<file path="src/rtl/pool_pkg.sv">
// Shared types and helpers for the pooling writeback path.
package pool_pkg;

  localparam int unsigned SA_OUTPUT_WIDTH = 14;
  localparam int unsigned HALF_WIDTH      = 7;

  typedef enum logic [1:0] {
    IDLE,
    ACTIVE,
    DRAIN
  } pool_state_e;

  // Clamp negative values to zero; in split mode each half clamps on its own MSB.
  function automatic logic [SA_OUTPUT_WIDTH-1:0] relu_lane(
    input logic [SA_OUTPUT_WIDTH-1:0] data,
    input logic                       full_lane,
    input logic                       enable
  );
    logic [SA_OUTPUT_WIDTH-1:0] result;
    result = data;
    if (enable) begin
      if (full_lane) begin
        if (data[SA_OUTPUT_WIDTH-1]) result = '0;
      end else begin
        if (data[SA_OUTPUT_WIDTH-1]) result[SA_OUTPUT_WIDTH-1:HALF_WIDTH] = '0;
        if (data[HALF_WIDTH-1])      result[HALF_WIDTH-1:0] = '0;
      end
    end
    return result;
  endfunction

endpackage

</file>
<file path="src/rtl/pool_word_fifo.sv">
// Word FIFO with registered head, wrap-bit full/empty and push-through-pop when full.
module pool_word_fifo #(
  parameter int unsigned WIDTH = 8,
  parameter int unsigned DEPTH = 4
) (
  input  logic             clk,
  input  logic             rst_n,
  input  logic             push,
  input  logic [WIDTH-1:0] push_data,
  input  logic             pop,
  output logic [WIDTH-1:0] head_data,
  output logic             full,
  output logic             empty
);

  localparam int unsigned AW = $clog2(DEPTH);

  logic [DEPTH-1:0][WIDTH-1:0] mem;
  logic [AW:0]                 wr_ptr;
  logic [AW:0]                 rd_ptr;
  logic                        do_push;
  logic                        do_pop;

  assign empty   = (wr_ptr == rd_ptr);
  assign full    = (wr_ptr[AW] != rd_ptr[AW]) && (wr_ptr[AW-1:0] == rd_ptr[AW-1:0]);
  assign do_pop  = pop && !empty;
  assign do_push = push && (!full || do_pop);

  always_ff @(posedge clk or negedge rst_n) begin
    if (!rst_n) begin
      mem    <= '0;
      wr_ptr <= '0;
      rd_ptr <= '0;
    end else begin
      if (do_push) begin
        mem[wr_ptr[AW-1:0]] <= push_data;
        wr_ptr              <= wr_ptr + {{AW{1'b0}}, 1'b1};
      end
      if (do_pop) rd_ptr <= rd_ptr + {{AW{1'b0}}, 1'b1};
    end
  end

  assign head_data = mem[rd_ptr[AW-1:0]];

endmodule

</file>
<file path="src/rtl/pool_packer.sv">
// Packs pooled results (with optional ReLU) into wide words and queues them for the output writer.
module pool_packer #(
  parameter int unsigned SA_OUTPUT_WIDTH = pool_pkg::SA_OUTPUT_WIDTH,
  parameter int unsigned PACK_NUM        = 4,
  parameter int unsigned FIFO_DEPTH      = 4
) (
  input  logic                                clk,
  input  logic                                reset,
  input  logic                                pool_enable,
  input  logic                                out_model,
  input  logic                                Sx,
  input  logic                                relu_en,
  input  logic                                in_valid,
  input  logic [SA_OUTPUT_WIDTH-1:0]          in_data,
  input  logic                                flush,
  output logic                                out_valid,
  input  logic                                out_ready,
  output logic [SA_OUTPUT_WIDTH*PACK_NUM-1:0] out_data,
  output logic [$clog2(PACK_NUM):0]           out_count,
  output logic                                overflow,
  output logic                                busy
);

  import pool_pkg::*;

  localparam int unsigned IDXW = $clog2(PACK_NUM);
  localparam int unsigned CW   = IDXW + 1;
  localparam int unsigned DW   = SA_OUTPUT_WIDTH * PACK_NUM;

  pool_state_e state;
  pool_state_e state_nx;

  logic [PACK_NUM-1:0][SA_OUTPUT_WIDTH-1:0] lanes;
  logic [PACK_NUM-1:0][SA_OUTPUT_WIDTH-1:0] next_lanes;
  logic [SA_OUTPUT_WIDTH-1:0]               lane_val;
  logic [IDXW-1:0]                          idx;
  logic [CW-1:0]                            held;
  logic                                     model_q;
  logic                                     sx_q;
  logic                                     push;
  logic                                     clear;
  logic                                     fifo_full;
  logic                                     fifo_empty;
  logic [CW+DW-1:0]                         head;

  always_ff @(posedge clk or negedge reset) begin
    if (!reset) state <= IDLE;
    else        state <= state_nx;
  end

  always_comb begin
    state_nx = state;
    unique case (state)
      IDLE:    if (pool_enable) state_nx = ACTIVE;
      ACTIVE:  if (!pool_enable) state_nx = DRAIN;
      DRAIN:   state_nx = IDLE;
      default: state_nx = IDLE;
    endcase
  end

  // Same-cycle input lands in its lane before the completion/flush decision.
  always_comb begin
    lane_val   = relu_lane(in_data, model_q, relu_en && sx_q);
    next_lanes = lanes;
    held       = {1'b0, idx};
    push       = 1'b0;
    clear      = 1'b0;
    unique case (state)
      ACTIVE: begin
        if (in_valid) begin
          next_lanes[idx] = lane_val;
          held            = held + CW'(1);
        end
        if ((held == CW'(PACK_NUM)) || (flush && (held != '0))) begin
          push  = 1'b1;
          clear = 1'b1;
        end
      end
      DRAIN: begin
        if (idx != '0) begin
          push  = 1'b1;
          clear = 1'b1;
        end
      end
      default: ;
    endcase
  end

  always_ff @(posedge clk or negedge reset) begin
    if (!reset) begin
      idx      <= '0;
      lanes    <= '0;
      model_q  <= 1'b0;
      sx_q     <= 1'b0;
      overflow <= 1'b0;
    end else begin
      if ((state == IDLE) && pool_enable) begin
        model_q <= out_model;
        sx_q    <= Sx;
      end
      if (clear) begin
        idx   <= '0;
        lanes <= '0;
      end else begin
        idx   <= held[IDXW-1:0];
        lanes <= next_lanes;
      end
      if (push && fifo_full && !out_ready) overflow <= 1'b1;
    end
  end

  pool_word_fifo #(
    .WIDTH(CW + DW),
    .DEPTH(FIFO_DEPTH)
  ) u_fifo (
    .clk      (clk),
    .rst_n    (reset),
    .push     (push),
    .push_data({held, next_lanes}),
    .pop      (out_ready),
    .head_data(head),
    .full     (fifo_full),
    .empty    (fifo_empty)
  );

  assign out_valid = !fifo_empty;
  assign out_data  = head[DW-1:0];
  assign out_count = head[CW+DW-1:DW];
  assign busy      = (idx != '0) || !fifo_empty || (state == DRAIN);

endmodule

</file>
<file path="config.mk">
export PLATFORM = sky130hd
export DESIGN_NAME = pool_packer
export DESIGN_NICKNAME = d
export VERILOG_FILES = /design/src/rtl/pool_pkg.sv /design/src/rtl/pool_word_fifo.sv /design/src/rtl/pool_packer.sv
export SDC_FILE = /design/constraint.sdc
export NUM_CORES = 1
export LEC_CHECK = 0
export CAP_MARGIN = 25
export CORE_ASPECT_RATIO = 1.25
export CORE_MARGIN = 3
export CORE_UTILIZATION = 35
export CTS_CLUSTER_SIZE = 40
export DETAILED_ROUTE_END_ITERATION = 10
export PLACE_DENSITY_LB_ADDON = 0.05
export RECOVER_POWER = 50
export SLEW_MARGIN = 25
export SYNTH_ARGS = -nofsm -noshare
export SYNTH_HDL_FRONTEND = slang
export SYNTH_SLANG_ARGS = --single-unit
</file>
<file path="constraint.sdc">
create_clock -name clk -period 2.7 [get_ports clk]
set_input_delay 0.27 -clock clk [delete_from_list [all_inputs] [get_ports clk]]
set_output_delay 0.27 -clock clk [all_outputs]
set_load 0.05 [all_outputs]
</file>
==> impl_metrics.csv, run 1 <==
group,metric,value,unit
outcome,status,"finished clean",
die,pin_count,85,
critical_path,path_class,"reg -> out",
critical_path,critPathMaxStageDelay,570,ps
synth,ys_types,37,
critical_path,cp_slowest_cell,"dfrtp_1",
clock_network,numCtsBuffers,35,
clock_network,cts_tree,"built",
timing,final.min_clock_period,2510,ps
clock_network,clk_latency,520,ps
synth,synth_most_common_cell,"dfrtp_1",
critical_path,crit_buf_inv,2,
synth,syn-num-nets,977,
timing,maxSlewViolCount,0,
critical_path,crit_fanout,24,
route,route.detailed.drc,0,
pwr,fin_total_pwr,22.6,mW
critical_path,end_kind,"primary output",
die,die-area,41400,um^2
timing,tightest_slew,1400,ps
hold_path,hold_depth,2,
hold_path,hp-class,"in -> reg",
critical_path,ff2ff_path_depth,8,
synth,synth.area.top_cells,"dfrtp_1 (56%), mux4_2 (9.7%), mux2_4 (8.5%)",
die,dieWidth,183,um
die,initial_core_util,0.356,
synth,synth_edf_count,0,
pwr,p_comb_frac,0.464,
synth,synth-async-reset-ratio,1.00,
critical_path,start_kind,"flop",
synth,syn_area,13600,um^2
grt,grt_usage,0.179,
die,rows,80,
grt,overflow,0,
synth,ys_warn_count,0,
clock_network,htree_levels,2,
critical_path,arrival,2240,ps
synth,synth_top_area_frac,0.560,
die,core-area,38300,um^2
timing,hold_viol_final,0,
timing,max_freq,398,MHz
critical_path,worstReg2RegStart,"idx[1]$_DFF_PN0_",
die,die_y,227,um
placed_design,gp_congestion,0.687,
critical_path,cp.required,2430,ps
pwr,p_leak,7.68,nW
clock_network,cts.sinks,305,
clock_network,cts_max_path_buffers,3,
placed_design,io_buffers,84,
synth,ys_ff_latch,305,
route,routedWlPerCell,23.0,um
synth,syn_inst,941,
synth,yosysSeqAreaShare,0.560,
grt,grt_antenna_before_repair,0,
timing,setup_violations,0,
timing,finalSetupTns,0,ps
job,cap_violations,0,
pwr,irDropWorstVdd,747,uV
pwr,power.internal,13.7,mW
pwr,clkPwrFrac,0.209,
route,drt_first_iter_violations,430,
route,drt-total-wl,36000,um
synth,yosysTopAreaCell,"dfrtp_1",
clock_network,clk_pin_slew,60,ps
critical_path,crit_family,"buffers and inverters",
synth,yosys-top-cells-count,"dfrtp_1 (305), o22a_1 (132), mux2_4 (77)",
hold_path,worstHoldStart,"Sx",
pwr,p_per_area,1380,nW/um^2
hold_path,min_to,"sx_q$_DFFE_PN0P_",
timing,slew_headroom,0.0677,
timing,finalCritPeriodShare,0.929,
grt,grt_first_pass_wirelength,56900,um
pwr,switching_share,0.395,
grt,grt_start_max_net_pins,94,
timing,grt_setup_unrepaired,"false",
timing,skew,12.4,ps
critical_path,crit_chain,"buf_4 > mux4_2 > buf_4",
critical_path,path_common_cell,"buf_4",
pwr,sequentialPowerShare,0.327,
route,vias_per_cell,5.24,
route,vias,8213,
clock_network,cts-root-buf,"clkbuf_16",
route,drt_pass1_iterations,4,
critical_path,r2r_setup_slack,200,ps
placed_design,dp_hpwl,22600,um
pwr,p_switching,8.94,mW
final_layout,area.growth.synth_to_final,20.2,%
critical_path,timing.rr.end,"u_fifo.mem[31]$_DFFE_PN0P_",
grt,grt_pass1_vias,8975,
route,drtAntennaViolNets,0,
synth,synth_area_per_cell,14.5,um^2
final_layout,nNetsFinal,1088,
final_layout,layout-drive-gt1-share,0.293,
synth,yosys_most_used_dff,"dfrtp_1",
-- area by class of cell --
class	count	area [um^2]
clock inverter	9	109
clock buffer	50	1020
multi-input combinational	552	5500
tap	492	616
antenna	1	2.50
fill	3583	21900
inverter	8	30.0
sequential	305	7640
timing repair buffer	150	1470
-- kinds of logic (layout without fill, tap and decap cells) --
group | Yosys count | in the layout | synth area share
other | 0 | 1 | 0
buffers and inverters | 84 | 217 | 0.0371
AO/OA/AOI/OAI | 173 | 173 | 0.103
AND/OR/NAND/NOR | 165 | 165 | 0.0562
multiplexers | 193 | 193 | 0.227
adder cells (fa/ha/maj) | 13 | 13 | 0.0119
XOR/XNOR | 8 | 8 | 0.00514
flip-flops | 305 | 305 | 0.560
-- repair_timing --
| action | CTS | global route |
|---|---|---|
| setup buffers | 2 | 2 |
| hold buffers | 1 | 0 |
| resized for setup | 12 | 0 |
| endpoints found under the hold margin | 84 | 0 |
| endpoints found under the setup margin | 44 | 13 |
-- sequential cells by signal (all words and copies together) (netlist names) --
signal         cells
model_q            1
u_fifo.wr_ptr      3
overflow           1
idx                2
sx_q               1
u_fifo.rd_ptr      3
u_fifo.mem       236
state              2
lanes             56
-- how the worst max path moves through the flow --
stage                                            start                           to  slack [ps]  cells after the start
after global routing                  idx[1]$_DFF_PN0_  u_fifo.mem[212]$_DFFE_PN0P_          80                      9
after CTS                 u_fifo.rd_ptr[0]$_DFFE_PN0P_                 out_count[2]           6                      3
after floorplan                       idx[0]$_DFF_PN0_  u_fifo.mem[134]$_DFFE_PN0P_         410                      9
final                     u_fifo.rd_ptr[1]$_DFFE_PN0P_                 out_count[2]         190                      3
after detailed placement                      in_valid   u_fifo.mem[29]$_DFFE_PN0P_          70                      7
after global placement                        in_valid   u_fifo.mem[31]$_DFFE_PN0P_         110                      7
-- metrics by stage --
| stage | instances | setup slack, ps | hold WS (ps) | utilization | area [um^2] |
|---|---|---|---|---|---|
| floorplan | 941 | 406 | -25.6 | - | 13600 |
| global placement | 1502 | 107 | 378 | 0.398 | 15300 |
| detailed placement | 1502 | 66.3 | 382 | 0.398 | 15300 |
| CTS | 1564 | 5.52 | 349 | 0.428 | 16400 |
| global route | 1566 | 84.9 | 358 | 0.427 | 16400 |
| finish | 1567 | 190 | 374 | 0.428 | 16400 |
-- routing by layer --
metal	up-vias	GRT usage	wire (um)	part of all wire
met5	-	0	0	0
met4	0	0.0408	556	0.015
met3	39	0.0274	1150	0.032
met2	128	0.303	17800	0.49
met1	4353	0.243	16500	0.46
li1	3693	-	-	-
-- power by group through the flow --
stage          clock network, mW  registers [mW]  logic (mW)
6_report                    4.73            7.40        10.5
5_1_grt                     5.07            7.61        11.4
4_1_cts                     4.88            7.44        10.7
3_5_place_dp                   0            7.53        10.7
3_3_place_gp                   0            7.51        10.6
2_1_floorplan                  0            7.14        7.70
-- placed cells by master (no fill, tap or decap), types with 13 or more instances in the layout --
cell type / count
dfrtp_1: 304
o22a_1: 132
buf_4: 83
mux2_4: 77
nand2_1: 69
mux4_2: 59
nor2_1: 39
clkbuf_16: 35
mux2_1: 27
nor2b_1: 26
o21ai_0: 26
mux2i_1: 25
buf_12: 22
clkdlybuf4s50_1: 21
nand3_1: 14
ha_1: 13
Note: power is estimated with default switching activity, not from simulation.
==> run 2: changes to the inputs <==
- PLACE_DENSITY_LB_ADDON: 0.05 -> not set
==> impl_metrics.csv, run 2 (synthesized netlist as in run 1, its figures left out) <==
group,metric,value,unit
route,routedWlPerCell,21.7,um
timing,finalCritPeriodShare,0.953,
route,drt_first_iter_violations,526,
outcome,status,"finished clean",
timing,tightest_slew,1490,ps
timing,finalSetupTns,0,ps
pwr,p_per_area,1370,nW/um^2
placed_design,dp.cells,1489,
die,die_y,227,um
clock_network,cts.sinks,305,
clock_network,cts-root-buf,"clkbuf_16",
timing,skew,9.57,ps
route,drtAntennaViolNets,0,
pwr,switching_share,0.401,
pwr,p_leak,7.48,nW
timing,max_freq,389,MHz
route,drt_pass1_iterations,5,
final_layout,layout_commonest_cell,"dfrtp_1",
route,drt-total-wl,33600,um
route,vias,8210,
pwr,clkPwrFrac,0.192,
final_layout,largest_register_ffs,236,
timing,worst_hold_slack,265,ps
critical_path,start_kind,"flop",
clock_network,numCtsBuffers,31,
critical_path,crit_fanout,9,
grt,grt_usage,0.164,
timing,setup_violations,0,
hold_path,hp-class,"in -> async",
timing,fin_ws,128,ps
timing,final.min_clock_period,2570,ps
grt,overflow,0,
placed_design,gp_congestion,0.783,
critical_path,end_kind,"primary output",
timing,grt_setup_unrepaired,"false",
timing,maxSlewViolCount,0,
die,dieWidth,183,um
clock_network,clk_latency,550,ps
grt,grt_antenna_before_repair,0,
final_layout,stdcell_count,1545,
placed_design,io_buffers,84,
final_layout,area.growth.synth_to_final,17.3,%
die,pin_count,85,
job,cap_violations,0,
pwr,power.internal,13.1,mW
placed_design,dp_hpwl,21500,um
die,core-area,38300,um^2
grt,grt_start_max_net_pins,72,
grt,grt_pass1_vias,8860,
route,vias_per_cell,5.31,
pwr,p_switching,8.81,mW
clock_network,cts_max_path_buffers,3,
pwr,sequentialPowerShare,0.338,
final_layout,largest_register,"u_fifo.mem",
timing,hold_viol_final,0,
timing,slew_headroom,0.00880,
pwr,fin_total_pwr,22.0,mW
placed_design,dp_slack,138,ps
final_layout,diodes,0,
die,die-area,41400,um^2
final_layout,final_cell_mix,"dfrtp_1 (302), o22a_1 (132), buf_4 (86)",
route,route.detailed.drc,0,
clock_network,clk_pin_slew,60,ps
critical_path,path_class,"reg -> out",
critical_path,arrival,2300,ps
grt,grt_first_pass_wirelength,53400,um
clock_network,cts_tree,"built",
critical_path,cp.required,2430,ps
die,rows,80,
final_layout,nNetsFinal,1067,
final_layout,layout-drive-gt1-share,0.291,
pwr,p_comb_frac,0.470,
pwr,irDropWorstVdd,656,uV
final_layout,reg_top3,"u_fifo.mem x236, lanes x56",
clock_network,post_cts_buffers,0,
clock_network,htree_levels,1,
die,initial_core_util,0.356,
run 2: area by class of cell:
cell class                 instances  area, um^2
fill                            3512       22300
sequential                       305        7640
multi-input combinational        552        5500
timing repair buffer             133        1220
clock buffer                      43         881
tap                              492         616
clock inverter                    12         114
inverter                           8        30.0
run 2: path summary, 6_finish.rpt:
check | end | slack, ps | startpoint | depth (start not counted)
max in group asynchronous | idx[0]$_DFF_PN0_ | 410 | reset | 3
min in group clk | sx_q$_DFFE_PN0P_ | 340 | Sx | 2
setup reg to reg | u_fifo.mem[14]$_DFFE_PN0P_ | 130 | idx[0]$_DFF_PN0_ | 8
hold / removal | u_fifo.mem[84]$_DFFE_PN0P_ | 260 | reset | 2
hold reg to reg | u_fifo.mem[133]$_DFFE_PN0P_ | 480 | u_fifo.mem[133]$_DFFE_PN0P_ | 1
setup / recovery | busy | 130 | u_fifo.rd_ptr[0]$_DFFE_PN0P_ | 4
run 2: timing repair:
| item | in CTS | in global routing |
|---|---|---|
| setup endpoints to repair | 37 | 35 |
| gates resized for setup | 3 | 6 |
| hold buffers | 1 | 0 |
| cloned | 0 | 0 |
| hold endpoints to repair | 65 | 0 |
run 2: power by group through the flow:
stage          clock network (mW)  logic (mW)  registers [mW]
6_report                     4.21        10.3            7.43
5_1_grt                      4.51        11.1            7.64
4_1_cts                      4.32        10.5            7.42
3_5_place_dp                    0        10.5            7.49
3_3_place_gp                    0        10.4            7.41
2_1_floorplan                   0        7.70            7.14
run 2: routing by layer:
metal,track usage,share of wire
met4,0.0305,0.012
met1,0.228,0.44
met2,0.280,0.51
met5,0,0
met3,0.0197,0.037
run 2: stage by stage:
step	util	cell area, um^2
6_report	0.417	16000
5_1_grt	0.417	16000
4_1_cts	0.419	16100
3_5_place_dp	0.392	15000
3_3_place_gp	0.392	15000
2_1_floorplan	-	13600
run 2: critical path: stages, from the launching register on:
cell,delay [ps]
dfrtp_4,580
xnor2_1,330
nand3_2,230
or3_1,390
buf_4,210
